### config.mk
export PLATFORM = sky130hd
export DESIGN_NAME = keyboard_ahb_fifo_flat
export DESIGN_NICKNAME = d
export VERILOG_FILES = /design/src/rtl/keyboard_pkg.sv /design/src/rtl/keyboard_ahb_fifo_if.sv /design/src/rtl/keyboard_fifo.sv /design/src/rtl/keyboard_ahb_fifo.sv /design/src/flat_wrapper.sv
export SDC_FILE = /design/constraint.sdc
export NUM_CORES = 1
export LEC_CHECK = 0
export ABC_AREA = 1
export CORE_UTILIZATION = 42
export CTS_CLUSTER_DIAMETER = 60
export DETAILED_ROUTE_END_ITERATION = 10
export MAX_ROUTING_LAYER = met4
export PLACE_DENSITY_LB_ADDON = 0.2
export SLEW_MARGIN = 20
export SYNTH_ARGS = -nofsm -noshare
export SYNTH_HDL_FRONTEND = slang
export SYNTH_SLANG_ARGS = --single-unit
### constraint.sdc
create_clock -name clk -period 3 [get_ports clk]
set_input_delay 0.75 -clock clk [delete_from_list [all_inputs] [get_ports clk]]
set_output_delay 0.75 -clock clk [all_outputs]
set_load 0.02 [all_outputs]
### src/rtl/keyboard_pkg.sv
// Shared constants, register map and FSM encoding for the keypad event queue.
// KEYBOARD_TIMESTAMP_EN (see keyboard_ahb_fifo) widens FIFO entries by TS_W.
package keyboard_pkg;

  localparam int unsigned KEY_CODE_W = 4;
  localparam int unsigned TS_W       = 16;

  // Register offsets as decoded from HADDR[3:2]
  localparam logic [1:0] ADDR_DATA   = 2'd0;
  localparam logic [1:0] ADDR_STATUS = 2'd1;
  localparam logic [1:0] ADDR_CTRL   = 2'd2;
  localparam logic [1:0] ADDR_FLAGS  = 2'd3;

  localparam int unsigned DATA_VALID_BIT = 8;
  localparam int unsigned DATA_TS_LSB    = 16;
  localparam int unsigned ST_EMPTY_BIT   = 16;
  localparam int unsigned ST_FULL_BIT    = 17;
  localparam int unsigned ST_OVF_BIT     = 18;
  localparam int unsigned ST_STATE_LSB   = 19;

  typedef enum logic [1:0] {
    KB_IDLE  = 2'd0,
    KB_CLEAR = 2'd1,
    KB_DRAIN = 2'd2
  } kb_state_e;

  // Index of the lowest set bit; scanning downward lets the lowest win.
  function automatic logic [KEY_CODE_W-1:0] lowest_set(input logic [15:0] bits);
    lowest_set = '0;
    for (int unsigned i = 16; i > 0; i--) begin
      if (bits[i-1]) lowest_set = KEY_CODE_W'(i - 1);
    end
  endfunction

endpackage

### src/rtl/keyboard_ahb_fifo_if.sv
// AHB-Lite slave-side signal bundle for the keypad event queue.
interface keyboard_ahb_fifo_if;
  logic        HSEL;
  logic [31:0] HADDR;
  logic [1:0]  HTRANS;
  logic        HWRITE;
  logic [2:0]  HSIZE;
  logic [31:0] HWDATA;
  logic        HREADY;
  logic        HREADYOUT;
  logic        HRESP;
  logic [31:0] HRDATA;

  modport slave (
    input  HSEL, HADDR, HTRANS, HWRITE, HSIZE, HWDATA, HREADY,
    output HREADYOUT, HRESP, HRDATA
  );

  modport master (
    output HSEL, HADDR, HTRANS, HWRITE, HSIZE, HWDATA, HREADY,
    input  HREADYOUT, HRESP, HRDATA
  );
endinterface

### src/rtl/keyboard_fifo.sv
// Synchronous FIFO with push/pop/flush; flush overrides both push and pop.
module keyboard_fifo #(
  parameter int unsigned WIDTH = 4,
  parameter int unsigned DEPTH = 8
) (
  input  logic                     clk,
  input  logic                     rstn,
  input  logic                     push,
  input  logic                     pop,
  input  logic                     flush,
  input  logic [WIDTH-1:0]         wdata,
  output logic [WIDTH-1:0]         rdata,
  output logic                     full,
  output logic                     empty,
  output logic [$clog2(DEPTH):0]   count,
  output logic                     ovf_set
);
  localparam int unsigned AW = $clog2(DEPTH);

  logic [WIDTH-1:0] mem_q [DEPTH];
  logic [WIDTH-1:0] mem_d [DEPTH];
  logic [AW-1:0]    wr_ptr_q, wr_ptr_d;
  logic [AW-1:0]    rd_ptr_q, rd_ptr_d;
  logic [AW:0]      count_q, count_d;
  logic             do_push, do_pop;

  assign full    = (count_q == (AW+1)'(DEPTH));
  assign empty   = (count_q == '0);
  assign count   = count_q;
  assign rdata   = mem_q[rd_ptr_q];

  // A push into a full FIFO is accepted only if a pop frees the slot this cycle.
  assign do_pop  = pop & ~empty;
  assign do_push = push & (~full | do_pop);
  assign ovf_set = push & ~do_push & ~flush;

  always_comb begin
    mem_d    = mem_q;
    wr_ptr_d = wr_ptr_q;
    rd_ptr_d = rd_ptr_q;
    count_d  = count_q;
    if (flush) begin
      wr_ptr_d = '0;
      rd_ptr_d = '0;
      count_d  = '0;
    end else begin
      if (do_push) begin
        mem_d[wr_ptr_q] = wdata;
        wr_ptr_d        = wr_ptr_q + AW'(1);
      end
      if (do_pop) rd_ptr_d = rd_ptr_q + AW'(1);
      count_d = count_q + (AW+1)'(do_push) - (AW+1)'(do_pop);
    end
  end

  always_ff @(posedge clk or negedge rstn) begin
    if (!rstn) begin
      mem_q    <= '{default: '0};
      wr_ptr_q <= '0;
      rd_ptr_q <= '0;
      count_q  <= '0;
    end else begin
      mem_q    <= mem_d;
      wr_ptr_q <= wr_ptr_d;
      rd_ptr_q <= rd_ptr_d;
      count_q  <= count_d;
    end
  end

endmodule

### src/rtl/keyboard_ahb_fifo.sv
// Keypad bitmap capture -> key-code FIFO, read by the CPU over AHB-Lite.
// Define KEYBOARD_TIMESTAMP_EN to tag each entry with a 16-bit snapshot time.
module keyboard_ahb_fifo
  import keyboard_pkg::*;
#(
  parameter int unsigned FIFO_DEPTH = 8,
  parameter int unsigned CNT_W      = 6
) (
  input  logic                clk,
  input  logic                rstn,
  input  logic [15:0]         key_data,
  input  logic                key_interrupt,
  output logic                key_clear,
  keyboard_ahb_fifo_if.slave  ahb,
  output logic                key_irq
);
`ifdef KEYBOARD_TIMESTAMP_EN
  localparam int unsigned ENTRY_W = KEY_CODE_W + TS_W;
`else
  localparam int unsigned ENTRY_W = KEY_CODE_W;
`endif
  localparam int unsigned FCW = $clog2(FIFO_DEPTH) + 1;

  kb_state_e              state_q, state_d;
  logic [15:0]            shadow_q, shadow_d;
  logic                   irq_en_q, irq_en_d;
  logic                   ovf_q, ovf_d;
  logic                   key_irq_q, key_irq_d;
  logic                   dphase_q, dphase_d;
  logic                   dwrite_q, dwrite_d;
  logic [1:0]             daddr_q, daddr_d;

  logic                   push, pop, flush, rd, wr;
  logic [KEY_CODE_W-1:0]  code;
  logic [ENTRY_W-1:0]     fifo_wdata, fifo_rdata;
  logic                   fifo_full, fifo_empty, ovf_set;
  logic [FCW-1:0]         fifo_count;
  logic [TS_W-1:0]        head_ts;
  logic [31:0]            hrdata;
  logic                   unused_ok;

  assign unused_ok = ^{key_interrupt, ahb.HSIZE, ahb.HADDR[31:4], ahb.HADDR[1:0],
                       ahb.HWDATA[31:2]};

`ifdef KEYBOARD_TIMESTAMP_EN
  logic [TS_W-1:0] ts_cnt_q, ts_cnt_d;
  logic [TS_W-1:0] snap_ts_q, snap_ts_d;

  always_comb begin
    ts_cnt_d  = ts_cnt_q + TS_W'(1);
    snap_ts_d = (state_q == KB_IDLE && key_data != '0) ? ts_cnt_q : snap_ts_q;
  end

  always_ff @(posedge clk or negedge rstn) begin
    if (!rstn) begin
      ts_cnt_q  <= '0;
      snap_ts_q <= '0;
    end else begin
      ts_cnt_q  <= ts_cnt_d;
      snap_ts_q <= snap_ts_d;
    end
  end

  assign fifo_wdata = {snap_ts_q, code};
  assign head_ts    = fifo_rdata[ENTRY_W-1:KEY_CODE_W];
`else
  assign fifo_wdata = code;
  assign head_ts    = '0;
`endif

  // Capture FSM: snapshot, pulse the keypad clear, then emit one code per cycle.
  always_comb begin
    state_d   = state_q;
    shadow_d  = shadow_q;
    push      = 1'b0;
    key_clear = 1'b0;
    code      = lowest_set(shadow_q);
    case (state_q)
      KB_IDLE: begin
        if (key_data != '0) begin
          shadow_d = key_data;
          state_d  = KB_CLEAR;
        end
      end
      KB_CLEAR: begin
        key_clear = 1'b1;
        state_d   = KB_DRAIN;
      end
      KB_DRAIN: begin
        push     = 1'b1;
        shadow_d = shadow_q & (shadow_q - 16'd1);
        if (shadow_d == '0) state_d = KB_IDLE;
      end
      default: state_d = KB_IDLE;
    endcase
  end

  // AHB control: address phase is captured for use in the following data phase.
  always_comb begin
    dphase_d = dphase_q;
    dwrite_d = dwrite_q;
    daddr_d  = daddr_q;
    if (ahb.HREADY) begin
      dphase_d = ahb.HSEL & ahb.HTRANS[1];
      dwrite_d = ahb.HWRITE;
      daddr_d  = ahb.HADDR[3:2];
    end
  end

  assign rd    = dphase_q & ~dwrite_q;
  assign wr    = dphase_q & dwrite_q;
  assign pop   = rd & (daddr_q == ADDR_DATA);
  assign flush = wr & (daddr_q == ADDR_CTRL) & ahb.HWDATA[1];

  always_comb begin
    irq_en_d  = (wr && daddr_q == ADDR_CTRL) ? ahb.HWDATA[0] : irq_en_q;
    ovf_d     = ovf_set | (ovf_q & ~(wr & (daddr_q == ADDR_FLAGS) & ahb.HWDATA[0]));
    key_irq_d = irq_en_q & ~fifo_empty;
  end

  always_comb begin
    hrdata = '0;
    if (rd) begin
      case (daddr_q)
        ADDR_DATA: begin
          if (!fifo_empty) begin
            hrdata[KEY_CODE_W-1:0]       = fifo_rdata[KEY_CODE_W-1:0];
            hrdata[DATA_VALID_BIT]       = 1'b1;
            hrdata[DATA_TS_LSB +: TS_W]  = head_ts;
          end
        end
        ADDR_STATUS: begin
          hrdata[CNT_W-1:0]          = CNT_W'(fifo_count);
          hrdata[ST_EMPTY_BIT]       = fifo_empty;
          hrdata[ST_FULL_BIT]        = fifo_full;
          hrdata[ST_OVF_BIT]         = ovf_q;
          hrdata[ST_STATE_LSB +: 2]  = state_q;
        end
        ADDR_CTRL:  hrdata[0] = irq_en_q;
        ADDR_FLAGS: hrdata[0] = ovf_q;
        default:    hrdata = '0;
      endcase
    end
  end

  assign ahb.HRDATA    = hrdata;
  assign ahb.HREADYOUT = 1'b1;
  assign ahb.HRESP     = 1'b0;
  assign key_irq       = key_irq_q;

  always_ff @(posedge clk or negedge rstn) begin
    if (!rstn) begin
      state_q   <= KB_IDLE;
      shadow_q  <= '0;
      irq_en_q  <= 1'b0;
      ovf_q     <= 1'b0;
      key_irq_q <= 1'b0;
      dphase_q  <= 1'b0;
      dwrite_q  <= 1'b0;
      daddr_q   <= '0;
    end else begin
      state_q   <= state_d;
      shadow_q  <= shadow_d;
      irq_en_q  <= irq_en_d;
      ovf_q     <= ovf_d;
      key_irq_q <= key_irq_d;
      dphase_q  <= dphase_d;
      dwrite_q  <= dwrite_d;
      daddr_q   <= daddr_d;
    end
  end

  keyboard_fifo #(
    .WIDTH (ENTRY_W),
    .DEPTH (FIFO_DEPTH)
  ) u_fifo (
    .clk     (clk),
    .rstn    (rstn),
    .push    (push),
    .pop     (pop),
    .flush   (flush),
    .wdata   (fifo_wdata),
    .rdata   (fifo_rdata),
    .full    (fifo_full),
    .empty   (fifo_empty),
    .count   (fifo_count),
    .ovf_set (ovf_set)
  );

endmodule

### src/flat_wrapper.sv
// flat-port wrapper written by rule: the top's interface ports become plain ports
module keyboard_ahb_fifo_flat import keyboard_pkg::*;
#(
  parameter int unsigned FIFO_DEPTH = 8,
  parameter int unsigned CNT_W      = 6
)
  (clk, rstn, key_data, key_interrupt, key_clear, key_irq, ahb_HSEL, ahb_HADDR, ahb_HTRANS, ahb_HWRITE, ahb_HSIZE, ahb_HWDATA, ahb_HREADY, ahb_HREADYOUT, ahb_HRESP, ahb_HRDATA);
  keyboard_ahb_fifo_if ahb_i ();
  input  logic clk;
  input  logic rstn;
  input  logic [15:0] key_data;
  input  logic key_interrupt;
  output logic key_clear;
  output logic key_irq;
  input wire logic [$bits(ahb_i.HSEL)-1:0] ahb_HSEL;
  input wire logic [$bits(ahb_i.HADDR)-1:0] ahb_HADDR;
  input wire logic [$bits(ahb_i.HTRANS)-1:0] ahb_HTRANS;
  input wire logic [$bits(ahb_i.HWRITE)-1:0] ahb_HWRITE;
  input wire logic [$bits(ahb_i.HSIZE)-1:0] ahb_HSIZE;
  input wire logic [$bits(ahb_i.HWDATA)-1:0] ahb_HWDATA;
  input wire logic [$bits(ahb_i.HREADY)-1:0] ahb_HREADY;
  output wire logic [$bits(ahb_i.HREADYOUT)-1:0] ahb_HREADYOUT;
  output wire logic [$bits(ahb_i.HRESP)-1:0] ahb_HRESP;
  output wire logic [$bits(ahb_i.HRDATA)-1:0] ahb_HRDATA;
  assign ahb_i.HSEL = ahb_HSEL;
  assign ahb_i.HADDR = ahb_HADDR;
  assign ahb_i.HTRANS = ahb_HTRANS;
  assign ahb_i.HWRITE = ahb_HWRITE;
  assign ahb_i.HSIZE = ahb_HSIZE;
  assign ahb_i.HWDATA = ahb_HWDATA;
  assign ahb_i.HREADY = ahb_HREADY;
  assign ahb_HREADYOUT = ahb_i.HREADYOUT;
  assign ahb_HRESP = ahb_i.HRESP;
  assign ahb_HRDATA = ahb_i.HRDATA;
  keyboard_ahb_fifo #(.FIFO_DEPTH(FIFO_DEPTH), .CNT_W(CNT_W)) u_core (.clk(clk), .rstn(rstn), .key_data(key_data), .key_interrupt(key_interrupt), .key_clear(key_clear), .ahb(ahb_i), .key_irq(key_irq));
endmodule
==> impl_metrics.py <==
metrics = {
    "critical_path": {
        "cp_top_family": "compound AO/OA/AOI/OAI gates",
        "critical_path_class": "reg2out",
        "crit_chain": "clkinv_1 -> buf_4 -> o21ai_0 -> o21ai_0 -> o211ai_1 -> a21oi_1 -> dlygate4sd2_1",
        "slowest_delay_ps": 350,
        "startpoint": "u_core.u_fifo.rd_ptr_q[0]",
        "reg2reg_slack_ps": 480,
        "cp_max_fo": 9,
        "crit_top_cell": "o21ai_0",
        "critPathLaunchType": "flop",
        "crit_arrival_ps": 2060,
        "endpoint_kind": "output pin",
        "critPathSlowestCell": "dfrtp_1",
        "crit_buf_inv": 3,
        "crit_required_ps": 2250,
        "timing.rr.start": "u_core.u_fifo.count[2]",
    },
    "detailed_routing": {
        "routed_wl_mm": 8.91,
        "drt_iter0_markers": 131,
        "vias_per_cell": 5.14,
        "drtPass1Iterations": 10,
        "ant_nets": 0,
        "vias": 3411,
        "wire_per_inst_um": 13.4,
        "drc": 4,
    },
    "timing": {
        "hold_violations": 0,
        "max_slew_margin": 0.421,
        "tightest_slew_ps": 868,
        "finalClockSkew_ps": 13.4,
        "fmax_mhz": 355,
        "finalSetupViolCount": 0,
        "fin_crit_sh": 0.938,
        "timing.final.crit_period_ps": 2810,
        "finalMaxSlewViolations": 0,
        "finalSetupTns_ps": 0,
        "rsz0062_at_grt": "false",
    },
    "floorplanning": {
        "dieArea_um2": 9700,
        "row_count": 34,
        "initial_core_util": 0.442,
        "ios": 127,
        "core_um2": 8850,
        "die_y_um": 98.5,
        "die_w_um": 98.5,
    },
    "status": {
        "violations": "DRC",
        "status": "complete, but fails checks",
    },
    "pwr": {
        "p_per_area_nw_per_um2": 994,
        "leakage_nw": 2.18,
        "switchingPower_mw": 2.02,
        "clkPwrFrac": 0.184,
        "ir_drop_uv": 385,
        "internal_power_mw": 2.52,
        "sequentialPowerShare": 0.345,
        "p_sw_frac": 0.446,
        "p_comb_frac": 0.472,
    },
    "finish": {
        "fillCellCount": 877,
        "finalInstanceArea_um2": 4570,
        "regArea_um2": 1680,
        "drive_above_1_share": 0.0989,
        "num_antenna_cells": 0,
        "fin_cells": 664,
        "final_nets": 651,
        "syn2layout_area_growth_pct": 16.8,
        "multiInputGateArea_um2": 1830,
    },
    "clock_network": {
        "clk_pin_slew_ps": 80,
        "clockBufferDepth": 2,
        "cts_tree": "built",
        "cts_root_buffer": "clkbuf_8",
        "cts.sink_count": 67,
        "cts_made_buffers": 9,
        "insertion_delay_ps": 350,
        "htree_levels": 3,
    },
    "synth": {
        "ys_types": 35,
        "seq_area_frac_synth": 0.429,
        "synth_enable_flop_cells": 0,
        "yosys_warnings": 0,
        "syn_inst": 504,
        "synth.cell_area_um2": 3910,
        "synth_area_per_cell_um2": 7.76,
        "async_flop_share": 1.00,
        "yosys-top-cells-area": "dfrtp_1 43%, nand2_1 12%, inv_1 5.4%",
        "synth_top_area_share": 0.429,
        "yosysTopAreaCell": "dfrtp_1",
        "synth_seq_cells": 67,
        "yosys_most_used_dff": "dfrtp_1",
    },
    "job": {
        "drv_cap": 0,
    },
    "grt": {
        "grt_usage": 0.211,
        "gr-total-overflow": 0,
        "antenna_found_initial": 0,
        "grt_pass1_wl_mm": 15.6,
        "grt_pass1_vias": 3332,
        "grt_start_max_net_pins": 32,
    },
    "place": {
        "port_buffers": 37,
        "hpwlAfterDp_mm": 6.68,
        "gp_congestion": 0.848,
        "placed_cell_area_um2": 4350,
        "dpl.cell_count": 648,
    },
    "worst_hold_path": {
        "hp-class": "in2async",
    },
}
==> cells in the final DEF, fill, tap and decap left out, types with 2 or more instances in the layout <==
cell               n
o221ai_1           4
clkdlybuf4s50_1   32
nand4_1            3
conb_1            24
clkinv_1           3
nor4_1             4
o22ai_1            2
o21ai_1           20
o21ai_0           40
dlygate4sd2_1      4
nor2_1            31
buf_4              8
nand3_1           30
clkbuf_8           9
nor2_2             2
bufinv_16          2
nor3_1             8
dfrtp_1           67
inv_1             56
o211ai_1          10
inv_2             11
clkinv_4           2
a31oi_1            3
nand2_4            3
ha_1               8
nand2_1          120
nor2_4            10
a21oi_1           25
==> repair_timing <==
action                                  in CTS  in global routing
endpoints found under the setup margin       4                  0
setup buffers                                0                  0
hold buffers                                 0                  0
resized for setup                            4                  0
==> worst register-to-register path, cell delays in order, from the launching register on <==
cell and delay [ps]:
dfrtp_1 350, inv_1 80, ha_1 210, nand3_1 150, nand2_4 100, nor2_8 130, nor2_2 60, nor2_4 100
inv_2 70, ha_1 270, inv_1 40, ha_1 200, fa_1 390, xor2_1 170, nand2_1 60, inv_1 40
==> state kept, by name, summed over array words and instances (netlist names) <==
name and flops:
u_core.daddr_q 2, u_core.dphase_q 1, u_core.dwrite_q 1, u_core.irq_en_q 1, u_core.key_irq 1, u_core.ovf_q 1, u_core.shadow_q 16, u_core.state_q 2
u_core.u_fifo.count 4, u_core.u_fifo.mem_q 32, u_core.u_fifo.rd_ptr_q 3, u_core.u_fifo.wr_ptr_q 3
==> layout make-up <==
type                       instances  area share
clock buffer                      10      0.0279
sequential                        67       0.367
tap                              108      0.0296
timing repair buffer              46      0.0964
multi-input combinational        357       0.402
clock inverter                     6      0.0197
inverter                          70      0.0575
==> power by group through the flow <==
stage / sequential (mW) / combinational, mW / clock [mW]
floorplan: 1.51 / 1.60 / 0
global placement: 1.57 / 2.09 / 0
detailed placement: 1.58 / 2.13 / 0
CTS: 1.56 / 2.14 / 0.846
global route: 1.62 / 2.47 / 0.886
finish: 1.56 / 2.14 / 0.834
==> Yosys cell counts (3+ instances only) <==
cell        n
a21oi_1    25
a31oi_1     3
buf_4      24
clkbuf_1    7
clkinv_1    3
dfrtp_1    67
ha_1        8
inv_1      56
inv_2      11
nand2_1   120
nand2_4     3
nand3_1    30
nand4_1     3
nor2_1     31
nor2_4     10
nor3_1      8
nor4_1      4
o211ai_1   10
o21ai_0    40
o21ai_1    20
o221ai_1    4
==> through the flow <==
step           utilization  worst slack (ps)  power, mW  hold WS (ps)
2_1_floorplan            -               615       3.11           437
3_3_place_gp         0.492               302       3.66           452
3_5_place_dp         0.492               315       3.71           454
5_1_grt              0.516              46.8       4.97           409
4_1_cts              0.516               180       4.55           387
6_report             0.516               186       4.54           375
==> routing by layer <==
metal | vias up | share of wire | track usage
li1 | 1696 | - | -
met4 | 0 | 0.012 | 0.0677
met2 | 111 | 0.47 | 0.336
met1 | 1592 | 0.46 | 0.269
met5 | - | 0 | -
met3 | 12 | 0.064 | 0.0447
==> cell families (layout without fill, tap and decap cells) <==
logic type                 Yosys count  after routing  synth area share
DFF                                 67             67             0.429
and+or+nand+nor                    213            213             0.253
xor gates and xnor gates             1              1           0.00224
other                                2             24           0.00192
adders and majority gates            9              9            0.0307
AOI/OAI and AO/OA                  109            109             0.157
muxes                                1              1           0.00288
buffers and inverters              102            132             0.123
==> final timing paths <==
kind                                             endpoint  depth (start not counted)
worst max-delay path                        ahb_HRDATA[2]                          7
worst min-delay path                      u_core.irq_en_q                          1
worst max register to register     u_core.u_fifo.count[2]                         15
worst min register to register    u_core.u_fifo.mem_q[15]                          2
max in group asynchronous       u_core.u_fifo.wr_ptr_q[2]                          2
min in group clk                  u_core.u_fifo.mem_q[15]                          2
Power figures use the tool's default switching activity.
